`src/rtl/msg_pkg.sv`:
```
// rtl/msg_pkg.sv - shared ASCII constants, frame/state enums and argument-to-character helpers
package msg_pkg;

  localparam logic [7:0] CH_B    = 8'h42;
  localparam logic [7:0] CH_D    = 8'h44;
  localparam logic [7:0] CH_E    = 8'h45;
  localparam logic [7:0] CH_F    = 8'h46;
  localparam logic [7:0] CH_I    = 8'h49;
  localparam logic [7:0] CH_M    = 8'h4D;
  localparam logic [7:0] CH_N    = 8'h4E;
  localparam logic [7:0] CH_P    = 8'h50;
  localparam logic [7:0] CH_S    = 8'h53;
  localparam logic [7:0] CH_U    = 8'h55;
  localparam logic [7:0] CH_C    = 8'h43;
  localparam logic [7:0] CH_R    = 8'h52;
  localparam logic [7:0] CH_DASH = 8'h2D;
  localparam logic [7:0] CH_HASH = 8'h23;
  localparam logic [7:0] CH_QM   = 8'h3F;

  typedef enum logic [1:0] {
    FT_FAULT = 2'd0,
    FT_PICK  = 2'd1,
    FT_DEP   = 2'd2,
    FT_END   = 2'd3
  } frame_t;

  typedef enum logic [2:0] {
    ST_IDLE = 3'd0,
    ST_SEND = 3'd1,
    ST_GAP  = 3'd2,
    ST_DONE = 3'd3,
    ST_HALT = 3'd4
  } state_t;

  localparam logic [3:0] LEN_FAULT = 4'd10;
  localparam logic [3:0] LEN_PICK  = 4'd11;
  localparam logic [3:0] LEN_DEP   = 4'd13;
  localparam logic [3:0] LEN_END   = 4'd5;

  function automatic logic [3:0] frame_last(frame_t t);
    case (t)
      FT_FAULT: return LEN_FAULT - 4'd1;
      FT_PICK:  return LEN_PICK - 4'd1;
      FT_DEP:   return LEN_DEP - 4'd1;
      default:  return LEN_END - 4'd1;
    endcase
  endfunction

  function automatic logic [7:0] unit_char(logic [1:0] unit);
    case (unit)
      2'd1:    return CH_E;
      2'd2:    return CH_C;
      2'd3:    return CH_R;
      default: return CH_QM;
    endcase
  endfunction

  function automatic logic [7:0] su_char(logic [2:0] su);
    if (su >= 3'd1 && su <= 3'd4) return 8'h30 + {5'd0, su};
    return CH_QM;
  endfunction

  function automatic logic [7:0] loc_char(logic [1:0] loc);
    return 8'h31 + {6'd0, loc};
  endfunction

endpackage

```
`src/rtl/msg_if.sv`:
```
// rtl/msg_if.sv - byte-wide valid/ready link from the scheduler into the UART transmitter
interface msg_if;
  logic       tx_valid;
  logic [7:0] tx_data;
  logic       tx_ready;

  modport master (output tx_valid, output tx_data, input tx_ready);
  modport slave  (input tx_valid, input tx_data, output tx_ready);
endinterface

```
`src/rtl/msg_char_rom.sv`:
```
// rtl/msg_char_rom.sv - combinational lookup of the frame character at a given index
module msg_char_rom
  import msg_pkg::*;
(
  input  frame_t      ftype,
  input  logic [3:0]  index,
  input  logic [1:0]  unit,
  input  logic [2:0]  su,
  input  logic [1:0]  loc,
  output logic [7:0]  ch
);

  always_comb begin
    ch = CH_QM;
    case (ftype)
      FT_FAULT: case (index)
        4'd0: ch = CH_F;           4'd1: ch = CH_I;
        4'd2: ch = CH_M;           4'd3: ch = CH_DASH;
        4'd4: ch = unit_char(unit); 4'd5: ch = CH_S;
        4'd6: ch = CH_U;           4'd7: ch = su_char(su);
        4'd8: ch = CH_DASH;        4'd9: ch = CH_HASH;
        default: ch = CH_QM;
      endcase
      FT_PICK: case (index)
        4'd0: ch = CH_B;           4'd1: ch = CH_P;
        4'd2: ch = CH_M;           4'd3: ch = CH_DASH;
        4'd4: ch = CH_S;           4'd5: ch = CH_U;
        4'd6: ch = CH_DASH;        4'd7: ch = CH_B;
        4'd8: ch = loc_char(loc);  4'd9: ch = CH_DASH;
        4'd10: ch = CH_HASH;
        default: ch = CH_QM;
      endcase
      FT_DEP: case (index)
        4'd0: ch = CH_B;           4'd1: ch = CH_D;
        4'd2: ch = CH_M;           4'd3: ch = CH_DASH;
        4'd4: ch = unit_char(unit); 4'd5: ch = CH_S;
        4'd6: ch = CH_U;           4'd7: ch = su_char(su);
        4'd8: ch = CH_DASH;        4'd9: ch = CH_B;
        4'd10: ch = loc_char(loc); 4'd11: ch = CH_DASH;
        4'd12: ch = CH_HASH;
        default: ch = CH_QM;
      endcase
      default: case (index)
        4'd0: ch = CH_E;           4'd1: ch = CH_N;
        4'd2: ch = CH_D;           4'd3: ch = CH_DASH;
        4'd4: ch = CH_HASH;
        default: ch = CH_QM;
      endcase
    endcase
  end

endmodule

```
`src/rtl/msg_scheduler.sv`:
```
// rtl/msg_scheduler.sv - pending report slots, fixed-priority arbiter and frame serialiser FSM
module msg_scheduler
  import msg_pkg::*;
#(
  parameter int GAP_CYCLES = 0
) (
  input  logic       clk_50M,
  input  logic       reset,
  input  logic       fault_req,
  input  logic [1:0] fault_unit,
  input  logic [2:0] fault_su,
  input  logic       pick_req,
  input  logic [1:0] pick_loc,
  input  logic       dep_req,
  input  logic [1:0] dep_unit,
  input  logic [2:0] dep_su,
  input  logic [1:0] dep_loc,
  input  logic       end_req,
  msg_if.master      tx,
  output logic       busy,
  output logic       msg_done,
  output logic       halted,
  output logic       drop_err
);

  localparam logic [15:0] GAP_LAST = 16'((GAP_CYCLES > 0) ? GAP_CYCLES - 1 : 0);

  state_t     state, state_d;
  logic       fault_pend, pick_pend, dep_pend, end_pend;
  logic [1:0] fault_unit_q, pick_loc_q, dep_unit_q, dep_loc_q;
  logic [2:0] fault_su_q, dep_su_q;
  frame_t     cur_type;
  logic [1:0] cur_unit, cur_loc;
  logic [2:0] cur_su;
  logic [3:0] index;
  logic [15:0] gap_cnt;
  logic       grant_fault, grant_dep, grant_pick, grant_end;
  logic       hs, last_byte;
  logic [7:0] ch;

  msg_char_rom u_rom (
    .ftype (cur_type),
    .index (index),
    .unit  (cur_unit),
    .su    (cur_su),
    .loc   (cur_loc),
    .ch    (ch)
  );

  always_comb begin
    state_d     = state;
    grant_fault = 1'b0;
    grant_dep   = 1'b0;
    grant_pick  = 1'b0;
    grant_end   = 1'b0;
    hs          = (state == ST_SEND) && tx.tx_ready;
    last_byte   = (index == frame_last(cur_type));
    case (state)
      ST_IDLE: begin
        if (fault_pend)     grant_fault = 1'b1;
        else if (dep_pend)  grant_dep   = 1'b1;
        else if (pick_pend) grant_pick  = 1'b1;
        else if (end_pend)  grant_end   = 1'b1;
        if (fault_pend || dep_pend || pick_pend || end_pend) state_d = ST_SEND;
      end
      ST_SEND: if (hs) state_d = last_byte ? ST_DONE : ((GAP_CYCLES > 0) ? ST_GAP : ST_SEND);
      ST_GAP:  if (gap_cnt == GAP_LAST) state_d = ST_SEND;
      ST_DONE: state_d = (cur_type == FT_END) ? ST_HALT : ST_IDLE;
      ST_HALT: state_d = ST_HALT;
      default: state_d = ST_IDLE;
    endcase
  end

  // A request landing on its own grant cycle refills the slot; only a still-pending slot counts as a drop.
  always_ff @(posedge clk_50M or posedge reset) begin
    if (reset) begin
      fault_pend <= 1'b0; pick_pend <= 1'b0; dep_pend <= 1'b0; end_pend <= 1'b0;
      fault_unit_q <= '0; fault_su_q <= '0; pick_loc_q <= '0;
      dep_unit_q <= '0; dep_su_q <= '0; dep_loc_q <= '0;
      drop_err <= 1'b0;
    end else if (state != ST_HALT) begin
      if (fault_req) begin
        fault_pend <= 1'b1; fault_unit_q <= fault_unit; fault_su_q <= fault_su;
        if (fault_pend && !grant_fault) drop_err <= 1'b1;
      end else if (grant_fault) fault_pend <= 1'b0;
      if (pick_req) begin
        pick_pend <= 1'b1; pick_loc_q <= pick_loc;
        if (pick_pend && !grant_pick) drop_err <= 1'b1;
      end else if (grant_pick) pick_pend <= 1'b0;
      if (dep_req) begin
        dep_pend <= 1'b1; dep_unit_q <= dep_unit; dep_su_q <= dep_su; dep_loc_q <= dep_loc;
        if (dep_pend && !grant_dep) drop_err <= 1'b1;
      end else if (grant_dep) dep_pend <= 1'b0;
      if (end_req) begin
        end_pend <= 1'b1;
        if (end_pend && !grant_end) drop_err <= 1'b1;
      end else if (grant_end) end_pend <= 1'b0;
    end
  end

  always_ff @(posedge clk_50M or posedge reset) begin
    if (reset) begin
      state <= ST_IDLE;
      cur_type <= FT_FAULT; cur_unit <= '0; cur_su <= '0; cur_loc <= '0;
      index <= '0;
      gap_cnt <= '0;
    end else begin
      state <= state_d;
      if (grant_fault) begin
        cur_type <= FT_FAULT; cur_unit <= fault_unit_q; cur_su <= fault_su_q; index <= '0;
      end else if (grant_dep) begin
        cur_type <= FT_DEP; cur_unit <= dep_unit_q; cur_su <= dep_su_q; cur_loc <= dep_loc_q;
        index <= '0;
      end else if (grant_pick) begin
        cur_type <= FT_PICK; cur_loc <= pick_loc_q; index <= '0;
      end else if (grant_end) begin
        cur_type <= FT_END; index <= '0;
      end else if (hs && !last_byte) begin
        index <= index + 4'd1;
      end
      if (state == ST_GAP) gap_cnt <= gap_cnt + 16'd1;
      else                 gap_cnt <= '0;
    end
  end

  assign tx.tx_valid = (state == ST_SEND);
  assign tx.tx_data  = (state == ST_SEND) ? ch : 8'h00;
  assign busy        = (state == ST_SEND) || (state == ST_GAP) || (state == ST_DONE);
  assign msg_done    = (state == ST_DONE);
  assign halted      = (state == ST_HALT);

endmodule

```
`src/flat_wrapper.sv`:
```
// flat-port wrapper written by rule: the top's interface ports become plain ports
module msg_scheduler_flat import msg_pkg::*;
#(
  parameter int GAP_CYCLES = 0
)
  (clk_50M, reset, fault_req, fault_unit, fault_su, pick_req, pick_loc, dep_req, dep_unit, dep_su, dep_loc, end_req, busy, msg_done, halted, drop_err, tx_tx_valid, tx_tx_data, tx_tx_ready);
  msg_if tx_i ();
  input  logic clk_50M;
  input  logic reset;
  input  logic fault_req;
  input  logic [1:0] fault_unit;
  input  logic [2:0] fault_su;
  input  logic pick_req;
  input  logic [1:0] pick_loc;
  input  logic dep_req;
  input  logic [1:0] dep_unit;
  input  logic [2:0] dep_su;
  input  logic [1:0] dep_loc;
  input  logic end_req;
  output logic busy;
  output logic msg_done;
  output logic halted;
  output logic drop_err;
  output wire logic [$bits(tx_i.tx_valid)-1:0] tx_tx_valid;
  output wire logic [$bits(tx_i.tx_data)-1:0] tx_tx_data;
  input wire logic [$bits(tx_i.tx_ready)-1:0] tx_tx_ready;
  assign tx_tx_valid = tx_i.tx_valid;
  assign tx_tx_data = tx_i.tx_data;
  assign tx_i.tx_ready = tx_tx_ready;
  msg_scheduler #(.GAP_CYCLES(GAP_CYCLES)) u_core (.clk_50M(clk_50M), .reset(reset), .fault_req(fault_req), .fault_unit(fault_unit), .fault_su(fault_su), .pick_req(pick_req), .pick_loc(pick_loc), .dep_req(dep_req), .dep_unit(dep_unit), .dep_su(dep_su), .dep_loc(dep_loc), .end_req(end_req), .tx(tx_i), .busy(busy), .msg_done(msg_done), .halted(halted), .drop_err(drop_err));
endmodule
```
`config.mk`:
```
export PLATFORM = sky130hd
export DESIGN_NAME = msg_scheduler_flat
export DESIGN_NICKNAME = d
export VERILOG_FILES = /design/src/rtl/msg_pkg.sv /design/src/rtl/msg_if.sv /design/src/rtl/msg_char_rom.sv /design/src/rtl/msg_scheduler.sv /design/src/flat_wrapper.sv
export SDC_FILE = /design/constraint.sdc
export NUM_CORES = 1
export LEC_CHECK = 0
export BUFFER_PORTS_ARGS = -buffer_cell sky130_fd_sc_hd__buf_4
export CORE_MARGIN = 5
export CORE_UTILIZATION = 64
export DETAILED_ROUTE_END_ITERATION = 8
export PLACE_DENSITY = 0.88
export SETUP_SLACK_MARGIN = 0.05
export SYNTH_ARGS = -nofsm -noshare
export SYNTH_HDL_FRONTEND = slang
export SYNTH_SLANG_ARGS = --single-unit
```
`constraint.sdc`:
```
create_clock -name clk_50M -period 4.26 [get_ports clk_50M]
set_input_delay 1.278 -clock clk_50M [delete_from_list [all_inputs] [get_ports clk_50M]]
set_output_delay 1.278 -clock clk_50M [all_outputs]
set_load 0.005 [all_outputs]
```
==> impl_metrics.json <==
{
  "syn_avg_cell_area_um2": 8.987,
  "synth_top_area_frac": 0.3660,
  "drtAntennaViolNets": 0,
  "critical_path_buf_inv_count": 2,
  "ys.flop_type": "dfrtp_1",
  "p_clk_frac": 0.130,
  "cp_top_family": "compound AO/OA/AOI/OAI gates",
  "io-pin-count": 34,
  "synth_commonest_cells": "51 x dfrtp_1, 42 x nor2_1, 36 x nand2_1",
  "synth_compound_gate_area_share": 0.1851,
  "cts_tree": "done",
  "fin_crit_ns": 3.866,
  "r2r_setup_slack_ns": 2.16,
  "drive_above_1_share": 0.2069,
  "vdd_drop_max_v": 0.0003106,
  "synth_edf_count": 0,
  "p_switching_mw": 1.021,
  "insertion_delay_ns": 0.30,
  "rsz0062_at_grt": "no",
  "power_density_nw_per_um2": 602.5,
  "finClkSkew_ns": 0.007793,
  "yosys.area.top_type": "dfrtp_1",
  "netSwitchingFraction": 0.4487,
  "antenna_found_initial": 0,
  "grt_pass1_vias": 2961,
  "drcViolationCount": 0,
  "track_usage": 0.2414,
  "worstPathCellList": "inv_1 -> ha_1 -> nor2_2 -> a2111oi_2 -> nor2_1 -> o221ai_1 -> a21oi_1 -> buf_4",
  "whs_path_depth": 1,
  "timing.hold.ws_ns": 0.4905,
  "min_from": "u_core.gap_cnt[0]",
  "period_share": 0.9076,
  "place.gp.congestion": 0.9394,
  "yosys.area_share.simple": 0.2408,
  "clkTransAtPathRegs_ns": 0.09,
  "p_comb_frac": 0.552,
  "grt_max_degree": 52,
  "core_um2": 5205,
  "holdPathEnd": "u_core.gap_cnt[0]",
  "synthArstFlopShare": 1.000,
  "synth.area.top_cells": "dfrtp_1 37%, mux2_2 4.5%, nor2_1 4.5%",
  "dr_wl_met3_um": 504,
  "synth_nets": 420,
  "worst_pin_slew_ns": 1.018,
  "min_path_type": "register to register",
  "clockBufferDepth": 2,
  "synthMuxAreaShare": 0.05956,
  "grt_remaining_overflow": 0,
  "outcome": "completed",
  "die_w_um": 83.82,
  "cts_setup_buffers": 0,
  "endpoint_kind": "output port",
  "synth_seq_cells": 51,
  "slew_violations": 0,
  "r2r-end": "u_core.index[2]",
  "synth_most_common_cell": "dfrtp_1",
  "routed_via_density": 6.408,
  "drt_iter0_drc": 250,
  "synth_xor_xnor_area_share": 0.04270,
  "nets": 437,
  "synth-adder-area-share": 0.03947,
  "crit_type": "register to output port",
  "p_leak_nw": 1.608,
  "cp_slowest_cell": "ha_1",
  "syn_area_um2": 3487,
  "dr.pass1.iters": 5,
  "antennaDiodeCount": 0,
  "cp.required_ns": 2.98,
  "ys_types": 73,
  "io_buffer_count": 32,
  "met2_wirelength_mm": 4.025,
  "startpoint_type": "register",
  "drv_cap": 0,
  "htreeDepth": 2,
  "reg2reg_depth": 5,
  "rows": 26,
  "grt_pass1_wl_mm": 14.15,
  "ys.warnings.count": 0,
  "power.internal_mw": 1.255,
  "critPathMaxStageDelay_ns": 0.65,
  "placed_cell_area_um2": 3677,
  "finalSetupTns_ns": 0,
  "max_clock_freq_ghz": 0.2586,
  "path_max_fanout": 18,
  "clock-sinks": 51,
  "cts_resized": 0,
  "maxUsedRoutingLayer": "met4",
  "cts_buffers": 5,
  "drt-total-wl_mm": 8.238,
  "route.detailed.wl_per_inst_um": 17.31,
  "hpwl_mm": 5.854,
  "r2r-start": "u_core.index[2]",
  "power_frac_seq": 0.317,
  "synth_top_family_by_area": "simple AND/OR/NAND/NOR gates",
  "fin_area_um2": 3777,
  "clockRootBuffer": "clkbuf_8",
  "hold_viol": 0,
  "start_util": 0.6700,
  "syn2layout_area_growth_pct": 8.324,
  "die_area_um2": 7025,
  "synth_cells": 388,
  "slew_headroom": 0.3205,
  "die_h_um": 83.82,
  "ys_seq_area_frac": 0.3660,
  "crit_arrival_ns": 2.59,
  "setup_viol": 0,
  "wl_met1_mm": 3.466,
  "holdBufCountCts": 0,
  "dr_total_vias": 3050
}
area by class of cell:
class	count	area, µm²
clock buffer	8	100.1
fill	389	1428
inverter	18	67.56
multi-input combinational	294	1983
sequential	51	1276
tap	70	87.58
timing repair buffer	35	262.8
power by group through the flow:
stage               clock network (mW)  logic (mW)  registers (mW)
detailed placement                   0        1.23           0.725
floorplan                            0        1.01           0.618
global route                     0.323        1.39           0.737
finish                           0.297        1.26           0.722
CTS                              0.302        1.24           0.714
global placement                     0        1.23           0.717
routing by layer:
layer	up-vias	track usage
met5	-	0
met4	0	0.1023
met3	25	0.03258
met2	140	0.3926
li1	1424	-
met1	1461	0.3226
flip-flops by register name, indices dropped and copies added, names as in the netlist, 2 cells and up:
register	count
u_core.cur_unit	2
u_core.dep_unit_q	2
u_core.fault_su_q	3
u_core.cur_su	3
u_core.pick_loc_q	2
u_core.gap_cnt	16
u_core.dep_loc_q	2
u_core.cur_type	2
u_core.dep_su_q	3
u_core.cur_loc	2
u_core.state	3
u_core.index	4
u_core.fault_unit_q	2
worst max path at each step:
| stage | from | endpoint | cells after the start |
|---|---|---|---|
| 5_1_grt | u_core.index[0] | tx_tx_data[4] | 7 |
| 4_1_cts | u_core.index[1] | tx_tx_data[3] | 8 |
| 3_3_place_gp | u_core.index[1] | tx_tx_data[3] | 8 |
| 3_5_place_dp | u_core.index[1] | tx_tx_data[3] | 8 |
| 6_report | u_core.index[1] | tx_tx_data[3] | 8 |
| 2_1_floorplan | u_core.index[0] | tx_tx_data[1] | 9 |
cell families (layout without fill, tap and decap cells):
group | after synthesis | after routing
other | 1 | 1
buffers and inverters | 43 | 61
AND/OR/NAND/NOR | 154 | 154
adder cells (fa/ha/maj) | 11 | 11
AO/OA/AOI/OAI | 92 | 92
multiplexers | 19 | 19
XOR/XNOR | 17 | 17
flip-flops | 51 | 51
through the flow:
stage | util | total power, mW | worst slack [ns] | cells
after global placement | 0.7065 | 1.945 | 0.8292 | 468
after global routing | 0.7257 | 2.454 | 0.1953 | 476
after floorplan | - | 1.624 | 1.316 | 388
after CTS | 0.7257 | 2.257 | 0.4326 | 476
after detailed placement | 0.7065 | 1.959 | 0.7645 | 468
final | 0.7257 | 2.276 | 0.3936 | 476
layout by cell type, fill, tap and decap left out, types with 6 or more instances in the layout:
cell	netlist	routed
buf_4	4	35
nand3_1	14	14
nor3_1	6	6
ha_1	11	11
a21oi_1	15	15
dfrtp_1	51	51
clkbuf_8	0	7
mux2_2	14	14
nand2_1	36	36
nor4_1	8	8
nor2_1	42	42
inv_1	16	15
and3_1	6	6
xor2_1	12	12
a22oi_1	7	7
o21ai_0	24	24
nand2b_1	7	7
No activity file was read; power rests on OpenSTA's default activity.
